File: config.mk
export PLATFORM = sky130hd
export DESIGN_NAME = uart_tx_fifo
export DESIGN_NICKNAME = d
export VERILOG_FILES = /design/src/rtl/uart_tx_fifo.sv
export SDC_FILE = /design/constraint.sdc
export NUM_CORES = 1
export LEC_CHECK = 0
export BUFFER_PORTS_ARGS = -buffer_cell sky130_fd_sc_hd__buf_2
export CELL_PAD_IN_SITES_DETAIL_PLACEMENT = 0
export CELL_PAD_IN_SITES_GLOBAL_PLACEMENT = 1
export CORE_MARGIN = 1.5
export CORE_UTILIZATION = 52
export CTS_CLUSTER_SIZE = 16
export DETAILED_ROUTE_END_ITERATION = 7
export PLACE_DENSITY = 0.76
export SLEW_MARGIN = 20
export SYNTH_ARGS = -nofsm -noshare
export SYNTH_HDL_FRONTEND = slang
export SYNTH_SLANG_ARGS = --single-unit
File: constraint.sdc
create_clock -name clk -period 3.6 [get_ports clk]
set_input_delay 0 -clock clk [delete_from_list [all_inputs] [get_ports clk]]
set_output_delay 0 -clock clk [all_outputs]
set_load 0.01 [all_outputs]
File: src/rtl/uart_tx_fifo.sv
// First-word-fall-through FIFO buffering bytes for a UART transmitter.
// A sticky overflow flag records any write attempted while the FIFO is full.
module uart_tx_fifo #(
  parameter int DEPTH = 16,
  parameter int WIDTH = 8
) (
  input  logic                     clk,
  input  logic                     rst_n,
  input  logic                     axiiv,
  input  logic [WIDTH-1:0]         axiid,
  output logic                     axiready,
  output logic                     axiov,
  output logic [WIDTH-1:0]         axiod,
  input  logic                     uart_ready,
  output logic [$clog2(DEPTH):0]   count,
  output logic                     overflow,
  input  logic                     clear_overflow
);

  localparam int AW = $clog2(DEPTH);
  localparam logic [AW:0] FULL_CNT = (AW+1)'(DEPTH);

  logic [WIDTH-1:0] r_mem [DEPTH];
  logic [AW-1:0]    r_wr_ptr;
  logic [AW-1:0]    r_rd_ptr;
  logic [AW:0]      r_count;
  logic             r_overflow;

  logic             w_full;
  logic             w_empty;
  logic             w_wr;
  logic             w_rd;

  // Handshake: a beat transfers on a rising edge only when valid and ready are
  // both high; valid never waits on ready, and data is held while valid && !ready.
  assign w_full   = (r_count == FULL_CNT);
  assign w_empty  = (r_count == '0);
  assign w_wr     = axiiv && !w_full;
  assign w_rd     = !w_empty && uart_ready;

  assign axiready = !w_full;
  assign axiov    = !w_empty;
  assign axiod    = r_mem[r_rd_ptr];
  assign count    = r_count;
  assign overflow = r_overflow;

  // Storage is not reset; pointers and count alone define which entries are live.
  always_ff @(posedge clk) begin
    if (w_wr) begin
      r_mem[r_wr_ptr] <= axiid;
    end
  end

  always_ff @(posedge clk or negedge rst_n) begin
    if (!rst_n) begin
      r_wr_ptr   <= '0;
      r_rd_ptr   <= '0;
      r_count    <= '0;
      r_overflow <= 1'b0;
    end else begin
      if (w_wr) begin
        r_wr_ptr <= r_wr_ptr + 1'b1;
      end
      if (w_rd) begin
        r_rd_ptr <= r_rd_ptr + 1'b1;
      end
      case ({w_wr, w_rd})
        2'b10:   r_count <= r_count + 1'b1;
        2'b01:   r_count <= r_count - 1'b1;
        default: r_count <= r_count;
      endcase
      // Set has priority over clear when both happen on the same edge.
      if (axiiv && w_full) begin
        r_overflow <= 1'b1;
      end else if (clear_overflow) begin
        r_overflow <= 1'b0;
      end
    end
  end

endmodule

==> results of run 1 <==
metal layers:
metal  track usage (%)  vias to the layer above  share of wire, %
li1                  -                     1400                 -
met1              29.4                     1514                45
met2              33.1                       71                50
met3              5.38                        4               4.5
met4              6.77                        0              0.55
met5                 0                        -                 0
Yosys cell counts, drive strengths merged, types with 2 or more instances:
cell type	count	area, sq um
dfrtp	14	350
nor3	4	20.0
clkbuf	6	22.5
nand3	3	15.0
nor2	12	45.0
a221oi	8	70.1
o21ai	21	105
mux4	16	360
nand2b	3	21.3
mux2	9	105
inv	8	30.0
and2	3	21.3
a21oi	10	50.1
ha	9	113
mux2i	25	250
xor2	3	26.3
buf	12	106
a22oi	8	60.1
nand2	19	78.8
xnor2	7	61.3
nor2b	2	12.5
edfxtp	128	3840
worst max-delay path by stage:
stage,end,slack [ns],depth (start not counted)
after global placement,count[4]$_DFFE_PN0P_,0.71,12
after detailed placement,count[4]$_DFFE_PN0P_,0.63,12
after global routing,count[4]$_DFFE_PN0P_,0.37,12
final,count[4]$_DFFE_PN0P_,0.63,12
after floorplan,count[4]$_DFFE_PN0P_,0.77,13
after CTS,count[4]$_DFFE_PN0P_,0.62,12
cells by family (layout without fill, tap and decap cells):
family / Yosys count / count (layout)
xor gates and xnor gates: 10 / 10
AOI/OAI and AO/OA: 48 / 48
adders and majority gates: 10 / 10
buffers and inverters: 26 / 88
DFF: 142 / 142
muxes: 50 / 50
and+or+nand+nor: 49 / 49
worst max-delay path: cells and delay by family, from the launching register on:
family,cells,cell delay (ns)
AND/OR/NAND/NOR,6,1.34
adder cells (fa/ha/maj),2,0.65
flip-flops,1,0.44
buffers and inverters,2,0.21
XOR/XNOR,1,0.13
AO/OA/AOI/OAI,1,0.10
state kept, by name, summed over array words and instances, names as in the netlist:
signal / cells
r_mem: 128
count: 5
r_rd_ptr: 4
r_wr_ptr: 4
overflow: 1
layout make-up:
class                      instances  share of cell area, %
clock buffer                      17                   6.11
clock inverter                    14                   2.12
inverter                           8                  0.443
multi-input combinational        167                   21.9
sequential                       142                   61.9
tap                              140                   2.59
timing repair buffer              49                   4.88
where the power goes:
group	internal [mW]	leakage (nW)	switching (mW)	total, mW
logic	0.722	0.818	0.916	1.64
registers	2.03	1.32	0.203	2.23
clock network	0.979	0.264	0.649	1.63
through the flow:
| step | power [mW] | area (sq um) | hold slack (ns) | worst slack [ns] | util (%) |
|---|---|---|---|---|---|
| after global placement | 3.89 | 6090 | -0.0817 | 0.706 | 55.9 |
| after floorplan | 3.43 | 5840 | -0.296 | 0.766 | - |
| after CTS | 5.56 | 6780 | 0.0408 | 0.620 | 62.2 |
| final | 5.50 | 6780 | 0.0545 | 0.633 | 62.2 |
| after detailed placement | 3.91 | 6090 | -0.0812 | 0.632 | 55.9 |
| after global routing | 5.80 | 6780 | 0.0701 | 0.367 | 62.2 |
==> results_dict.tcl, run 1 <==
set metrics [dict create \
    setup_viol 0 \
    clk_pin_slew_worst_paths_ns 0.06 \
    dp_cells 493 \
    cts_resized 0 \
    numCtsBuffers 17 \
    initial_core_util_pct 53.6 \
    leakagePower_nw 2.41 \
    die_h_um 109 \
    avgSynthCellArea_sq_um 17.4 \
    ys_warn_count 0 \
    cp-startpoint "count[1]$_DFFE_PN0P_" \
    outcome "finished clean" \
    hold_buffers 13 \
    hold_path_class "primary input to register" \
    numPortBuffers 28 \
    antenna_left 0 \
    grt_use_total_pct 21.2 \
    final_nets 408 \
    cp.required_ns 4.00 \
    hold_start "axiiv" \
    synth_edf_count 128 \
    maxCapViolCount 0 \
    wl_mm 11.2 \
    r2r-start "count[1]$_DFFE_PN0P_" \
    fin_setup_tns_ns 0 \
    clock_sinks 142 \
    tightestPinTransition_ns 0.904 \
    min_delay_path_depth 3 \
    vias 2989 \
    dieArea_sq_um 11900 \
    hpwl_mm 7.00 \
    antenna_found_initial 0 \
    path_class "register to register" \
    fin_crit_ns 2.97 \
    final_cell_mix "128 x edfxtp_1, 28 x buf_2, 25 x mux2i_1, 21 x o21ai_0, 18 x nand2_1" \
    netlist_area_sq_um 5840 \
    grt_overflow 0 \
    crit_top_cell "inv_1" \
    synthAdderAreaFrac_pct 2.27 \
    p_per_area_nw_per_um2 811 \
    fill_cells 781 \
    cp_cell_sequence "nor4_4 -> nand2_1 -> and2_1 -> inv_1 -> ha_1 -> inv_1 -> fa_1 -> nor2b_1 -> o21ai_0 -> nand3_1 -> or3b_1 -> xnor2_1" \
    place_congestion 0.772 \
    synthXorXnorAreaFrac_pct 1.50 \
    viasPerCell 5.57 \
    slowest_delay_ns 0.44 \
    ys_types 34 \
    ys.flop_type "edfxtp_1" \
    synthesis.nets 358 \
    seqCellArea_sq_um 4200 \
    core_sq_um 10900 \
    drt_first_iter_violations 199 \
    synth-seq-cells 142 \
    r2r_slack_ns 0.63 \
    area_delta_synth_final_pct 16.0 \
    cts_tree "done" \
    max-vdd-ir-drop_uv 469 \
    hold_path_end "r_wr_ptr[0]$_DFFE_PN0P_" \
    post-route-drc-count 0 \
    clock_latency_ns 0.52 \
    ctsHtreeMaxLevel 4 \
    relSlewSlack_pct 39.5 \
    ff2ff_path_depth 12 \
    post_cts_buffers 0 \
    final_common_cell "edfxtp_1" \
    clockBufferDepth 2 \
    grt_start_max_net_pins 35 \
    finalNonFillerCells 537 \
    end_kind "register" \
    grt_pass1_vias 3063 \
    async_flop_share_pct 9.86 \
    synth-simple-area-share_pct 4.39 \
    fin_skew_ns 0.0119 \
    io_pins 29 \
    dr.pass1.iters 4 \
    synth_compound_area_share_pct 5.04 \
    clockRootBuffer "clkbuf_8" \
    maxSlewViolCount 0 \
    ys_seq_area_share_pct 71.8 \
    crit_fanout 9 \
    critPathLaunchType "register" \
    drive_gt1_share_pct 24.7 \
    multi_input_area_sq_um 1490 \
    die_x_um 109 \
    r2r-end "count[4]$_DFFE_PN0P_" \
    crit_arrival_ns 3.37 \
    row_count 38 \
    cpMaxStageDelayCell "dfrtp_1" \
    n_antenna_cell 0 \
    syn_inst 335 \
    period_share_pct 82.4 \
    muxShareOfSynthArea_pct 12.3 \
    rsz0062_at_grt "no" \
    grt_pass1_wl_mm 17.5 \
    finalHoldViolCount 0 \
    wl_per_cell_um 20.9 \
    maxClockFrequency_ghz 0.337 \
    synth_top_family_by_area "multiplexers" \
]
Note: power is estimated with default switching activity, not from simulation.
==> run 2, diff against run 1 <==
--- a/config.mk
+++ b/config.mk
@@ -9,10 +9,10 @@
 export CELL_PAD_IN_SITES_DETAIL_PLACEMENT = 0
 export CELL_PAD_IN_SITES_GLOBAL_PLACEMENT = 1
 export CORE_MARGIN = 1.5
-export CORE_UTILIZATION = 52
+export CORE_UTILIZATION = 47
 export CTS_CLUSTER_SIZE = 16
 export DETAILED_ROUTE_END_ITERATION = 7
-export PLACE_DENSITY = 0.76
+export PLACE_DENSITY = 0.73
 export SLEW_MARGIN = 20
 export SYNTH_ARGS = -nofsm -noshare
 export SYNTH_HDL_FRONTEND = slang
==> constraint.sdc (replaced) <==
create_clock -name clk -period 2.5 [get_ports clk]
set_input_delay 0 -clock clk [delete_from_list [all_inputs] [get_ports clk]]
set_output_delay 0 -clock clk [all_outputs]
set_load 0.01 [all_outputs]
==> run 2 against run 1 <==
Net effect: the run now ends with setup timing left; non-clock buffer count rose by 16; global-route usage fell by 0.78 points; combinational power rose by 59%; final cell count rose by 8.2%; routed wire length rose by 7.2%; critical path depth fell by 1; register-to-register slack got worse by 0.65 ns; clock skew barely moved; sequential power rose by 45%; utilization fell by 3.9 points; via count rose by 4.3%; worst setup slack got worse by 0.65 ns; critical path type unchanged.
==> results_dict.tcl, run 2 (synthesis gave the netlist of run 1 again) <==
set metrics [dict create \
    outcome "finished, violations left" \
    violations "setup timing" \
    ctsHtreeMaxLevel 4 \
    final_cell_mix "128 x edfxtp_1, 27 x buf_2, 25 x mux2i_1, 24 x buf_4, 20 x o21ai_0" \
    clock_sinks 142 \
    ff2ff_path_depth 11 \
    drt_first_iter_violations 350 \
    final_cell_area_sq_um 7040 \
    numPortBuffers 28 \
    grt_pass1_wl_mm 18.7 \
    final_common_cell "edfxtp_1" \
    hold_path_class "primary input to asynchronous set/reset pin" \
    final_core_util_pct 58.3 \
    clockBufferDepth 2 \
    grt_overflow 0 \
    io_pins 29 \
    die_x_um 114 \
    finalHoldViolCount 0 \
    finalNonFillerCells 581 \
    vias 3119 \
    place_congestion 0.751 \
    die_h_um 114 \
    rsz0062_at_grt "yes" \
    path_class "register to register" \
    max-vdd-ir-drop_uv 512 \
    critPathLaunchType "register" \
    period_share_pct 101 \
    leakagePower_nw 2.51 \
    antenna_found_initial 0 \
    dieArea_sq_um 13100 \
    fin_skew_ns 0.0122 \
    drive_gt1_share_pct 29.3 \
    row_count 40 \
    clock_latency_ns 0.41 \
    fin_ws_ns -0.0143 \
    grt_use_total_pct 20.4 \
    relSlewSlack_pct 33.0 \
    final_nets 424 \
    wl_mm 12.1 \
    hpwl_mm 7.60 \
    crit_fanout 4 \
    largest_reg_flops 128 \
    n_antenna_cell 0 \
    tightestPinTransition_ns 1.00 \
    area_delta_synth_final_pct 20.5 \
    initial_core_util_pct 48.4 \
    wl_per_cell_um 20.7 \
    crit_arrival_ns 2.81 \
    maxClockFrequency_ghz 0.398 \
    fin_crit_ns 2.51 \
    post-route-drc-count 0 \
    p_per_area_nw_per_um2 1190 \
    grt_start_max_net_pins 23 \
    viasPerCell 5.37 \
    dp_cells 526 \
    dr.pass1.iters 4 \
    cts_tree "done" \
    clk_pin_slew_worst_paths_ns 0.06 \
    end_kind "register" \
    maxCapViolCount 0 \
    core_sq_um 12100 \
    clockRootBuffer "clkbuf_16" \
    setup_viol 1 \
    numCtsBuffers 17 \
    dpl_cell_area_sq_um 6200 \
    antenna_left 0 \
    regMostFlops "r_mem" \
    grt_pass1_vias 3160 \
    maxSlewViolCount 0 \
    cp.required_ns 2.80 \
]
-- run 2: final cells by class --
cell class              count  area [sq um]
multi-input cells         167          1520
fillers                   930          5020
well taps                 168           210
flip-flops and latches    142          4200
repair buffers             65           477
clock buffers              19           433
inverters                   8          32.5
clock inverters            12           170
-- run 2: where the power goes --
| group | switching [mW] | total [mW] | internal, mW |
|---|---|---|---|
| Combinational | 1.40 | 2.61 | 1.21 |
| Clock | 0.900 | 2.55 | 1.65 |
| Sequential | 0.304 | 3.23 | 2.93 |
-- run 2: through the flow --
stage	TNS, ns	hold slack (ns)	worst slack (ns)	power [mW]
floorplan	-0.137	-0.296	-0.137	4.96
global placement	0	-0.0859	0.0120	5.74
detailed placement	-0.0418	-0.0807	-0.0418	5.80
CTS	-0.0359	0.0141	-0.0359	8.46
global route	-0.0821	0.0535	-0.0821	8.83
finish	-0.0143	0.0142	-0.0143	8.39
-- run 2: repair_timing --
item                       4_1_cts  5_1_grt
pin swaps                       10        6
gates resized for setup          3        1
setup endpoints to repair        1        2
hold endpoints to repair       124        0
hold buffers                    11        0
setup buffers                   13        1
-- run 2: path summary, 6_finish.rpt --
kind,startpoint,end,slack [ns]
max,count[2]$_DFFE_PN0P_,count[4]$_DFFE_PN0P_,-0.01
min,rst_n,r_wr_ptr[1]$_DFFE_PN0P_,0.01
max reg2reg,count[2]$_DFFE_PN0P_,count[4]$_DFFE_PN0P_,-0.01
min reg2reg,count[4]$_DFFE_PN0P_,count[4]$_DFFE_PN0P_,0.53
max in group asynchronous,rst_n,r_rd_ptr[0]$_DFFE_PN0P_,2.21
min in group clk,uart_ready,r_rd_ptr[0]$_DFFE_PN0P_,0.07
-- run 2: critical path: stages, from the launching register on --
cell and delay, ns:
dfrtp_2 0.42, nor4_4 0.31, buf_4 0.17, nand2b_2 0.07
and2_4 0.15, ha_4 0.18, ha_4 0.21, nor2b_1 0.12
o21ai_1 0.16, a21oi_1 0.08, or3b_1 0.39, xnor2_1 0.13
-- run 2: routing by layer --
| metal | global-route usage (%) | vias up | wire length (um) |
|---|---|---|---|
| met4 | 8.08 | 0 | 165 |
| li1 | - | 1431 | - |
| met5 | 0 | - | 0 |
| met3 | 4.39 | 15 | 568 |
| met1 | 28.1 | 1599 | 5400 |
| met2 | 32.1 | 74 | 5920 |
==> run 3, diff against run 2 <==
--- a/config.mk
+++ b/config.mk
@@ -8,7 +8,6 @@
 export BUFFER_PORTS_ARGS = -buffer_cell sky130_fd_sc_hd__buf_2
 export CELL_PAD_IN_SITES_DETAIL_PLACEMENT = 0
 export CELL_PAD_IN_SITES_GLOBAL_PLACEMENT = 1
-export CORE_MARGIN = 1.5
 export CORE_UTILIZATION = 47
 export CTS_CLUSTER_SIZE = 16
 export DETAILED_ROUTE_END_ITERATION = 7
==> constraint.sdc (replaced) <==
create_clock -name clk -period 2.5 [get_ports clk]
set_input_delay 0.25 -clock clk [delete_from_list [all_inputs] [get_ports clk]]
set_output_delay 0.25 -clock clk [all_outputs]
set_load 0.01 [all_outputs]
==> run 3 against run 2 <==
Net effect: the run now ends clean; maximum frequency rose by 1.6%; clock skew fell by 0.0054 ns; combinational power barely moved; worst hold slack improved by 0.014 ns; die area fell by 1.7%; sequential power fell by 2%; routed wire length fell by 3.3%; first-iteration DRC count rose by 0.29%; count of clock-buffer cells in the layout rose by 1; largest power group unchanged; highest routed layer unchanged.
==> results_dict.tcl, run 3 (synthesis gave the netlist of run 1 again) <==
set metrics [dict create \
    grt_pass1_vias 3055 \
    die_h_um 113 \
    clock_sinks 142 \
    cts_tree "done" \
    cpMaxStageDelayCell "dfrtp_2" \
    hpwl_mm 7.42 \
    maxSlewViolCount 0 \
    tightestPinTransition_ns 0.948 \
    hold_path_end "overflow$_DFFE_PN0P_" \
    r2r-end "count[4]$_DFFE_PN0P_" \
    path_class "register to register" \
    fin_crit_ns 2.47 \
    row_count 40 \
    post-route-drc-count 0 \
    period_share_pct 99.0 \
    regMostFlops "r_mem" \
    clockRootBuffer "clkbuf_16" \
    end_kind "register" \
    p_total_mw 8.24 \
    area_delta_synth_final_pct 17.7 \
    ctsHtreeMaxLevel 4 \
    antenna_found_initial 0 \
    grt_start_max_net_pins 30 \
    grt_overflow 0 \
    numPortBuffers 28 \
    r2r-start "count[2]$_DFFE_PN0P_" \
    final_core_util_pct 57.0 \
    final_nets 409 \
    p_per_area_nw_per_um2 1200 \
    core_sq_um 12100 \
    slowest_delay_ns 0.42 \
    cp.required_ns 2.79 \
    antenna_left 0 \
    numCtsBuffers 17 \
    crit_top_cell "inv_4" \
    cp_cell_sequence "nor4_4 -> nand2_1 -> and2_4 -> inv_4 -> ha_4 -> inv_4 -> fa_2 -> nor2b_1 -> o21ai_1 -> nand3_1 -> or3b_1 -> xnor2_1" \
    crit_arrival_ns 2.77 \
    r2r_slack_ns 0.03 \
    fin_setup_tns_ns 0 \
    drive_gt1_share_pct 29.8 \
    fin_skew_ns 0.00679 \
    wl_mm 11.7 \
    hold_start "clear_overflow" \
    dr.pass1.iters 4 \
    setup_viol 0 \
    relSlewSlack_pct 36.6 \
    clock_latency_ns 0.41 \
    final_cell_mix "128 x edfxtp_1, 28 x buf_2, 25 x mux2i_1, 20 x o21ai_0, 19 x buf_4" \
    cp_top_family "simple AND/OR/NAND/NOR gates" \
    wl_per_cell_um 20.6 \
    ff2ff_path_depth 12 \
    clockBufferDepth 2 \
    grt_pass1_wl_mm 18.3 \
    final_common_cell "edfxtp_1" \
    viasPerCell 5.33 \
    io_pins 29 \
    leakagePower_nw 2.44 \
    critPathLaunchType "register" \
    grt_use_total_pct 20.0 \
    critPathBufInv 2 \
    dieArea_sq_um 12900 \
    finalHoldViolCount 0 \
    maxClockFrequency_ghz 0.404 \
    die_x_um 113 \
    place_congestion 0.759 \
    largest_reg_flops 128 \
    max-vdd-ir-drop_uv 549 \
    crit_fanout 4 \
    initial_core_util_pct 48.4 \
    hold_path_class "primary input to register" \
    min_delay_path_depth 2 \
    path_depth 12 \
    n_antenna_cell 0 \
    rsz0062_at_grt "yes" \
    drt_first_iter_violations 351 \
    outcome "finished clean" \
    clk_pin_slew_worst_paths_ns 0.05 \
    vias 3023 \
    maxCapViolCount 0 \
    dp_cells 528 \
    finalNonFillerCells 567 \
]
run 3: cell type report:
type | instances | area, sq um
Fill cell | 924 | 5190
Sequential cell | 142 | 4200
Multi-Input combinational cell | 167 | 1520
Clock buffer | 20 | 437
Timing Repair Buffer | 50 | 324
Tap cell | 168 | 210
Clock inverter | 12 | 145
Inverter | 8 | 35.0
run 3: worst max path at each step:
stage                               from              endpoint  slack [ns]
detailed placement  count[2]$_DFFE_PN0P_  count[4]$_DFFE_PN0P_       -0.06
floorplan           count[2]$_DFFE_PN0P_  count[4]$_DFFE_PN0P_       -0.14
global placement    count[2]$_DFFE_PN0P_  count[4]$_DFFE_PN0P_        0.03
CTS                 count[0]$_DFFE_PN0P_  count[4]$_DFFE_PN0P_       -0.03
finish              count[2]$_DFFE_PN0P_  count[4]$_DFFE_PN0P_        0.03
global route        count[2]$_DFFE_PN0P_  count[4]$_DFFE_PN0P_       -0.13
run 3: worst register-to-register path, stage by stage (launching register included):
cell	delay [ns]
dfrtp_2	0.42
nor4_4	0.30
nand2_1	0.11
and2_4	0.18
inv_4	0.05
ha_4	0.17
inv_4	0.04
fa_2	0.33
nor2b_1	0.12
o21ai_1	0.08
nand3_1	0.07
or3b_1	0.36
xnor2_1	0.13
run 3: report_power, final:
part           switching, mW  total (mW)  internal [mW]
Sequential             0.256        3.18           2.93
Clock                  0.896        2.45           1.56
Combinational           1.42        2.60           1.18
run 3: layer usage:
| layer | GRT usage [%] | vias up | part of all wire (%) |
|---|---|---|---|
| met5 | 0 | - | 0 |
| met4 | 7.19 | 0 | 1.9 |
| met3 | 4.36 | 17 | 5.4 |
| met2 | 32.0 | 89 | 49 |
| met1 | 27.3 | 1512 | 44 |
| li1 | - | 1405 | - |
run 3: per-stage QoR:
stage / area, sq um / setup WS (ns) / hold WS (ns)
floorplan: 5860 / -0.137 / -0.0456
detailed placement: 6200 / -0.0611 / 0.171
global placement: 6200 / 0.0292 / 0.165
finish: 6870 / 0.0258 / 0.0280
global route: 6870 / -0.125 / 0.0476
CTS: 6820 / -0.0330 / 0.0221
run 3: timing repair:
action                                  4_1_cts  5_1_grt
buffers inserted                              3        3
endpoints found under the hold margin        14        0
cloned                                        0        0
resized for setup                             2        6
hold buffers                                  1        0
pin swaps                                     5       10
endpoints found under the setup margin        5        8
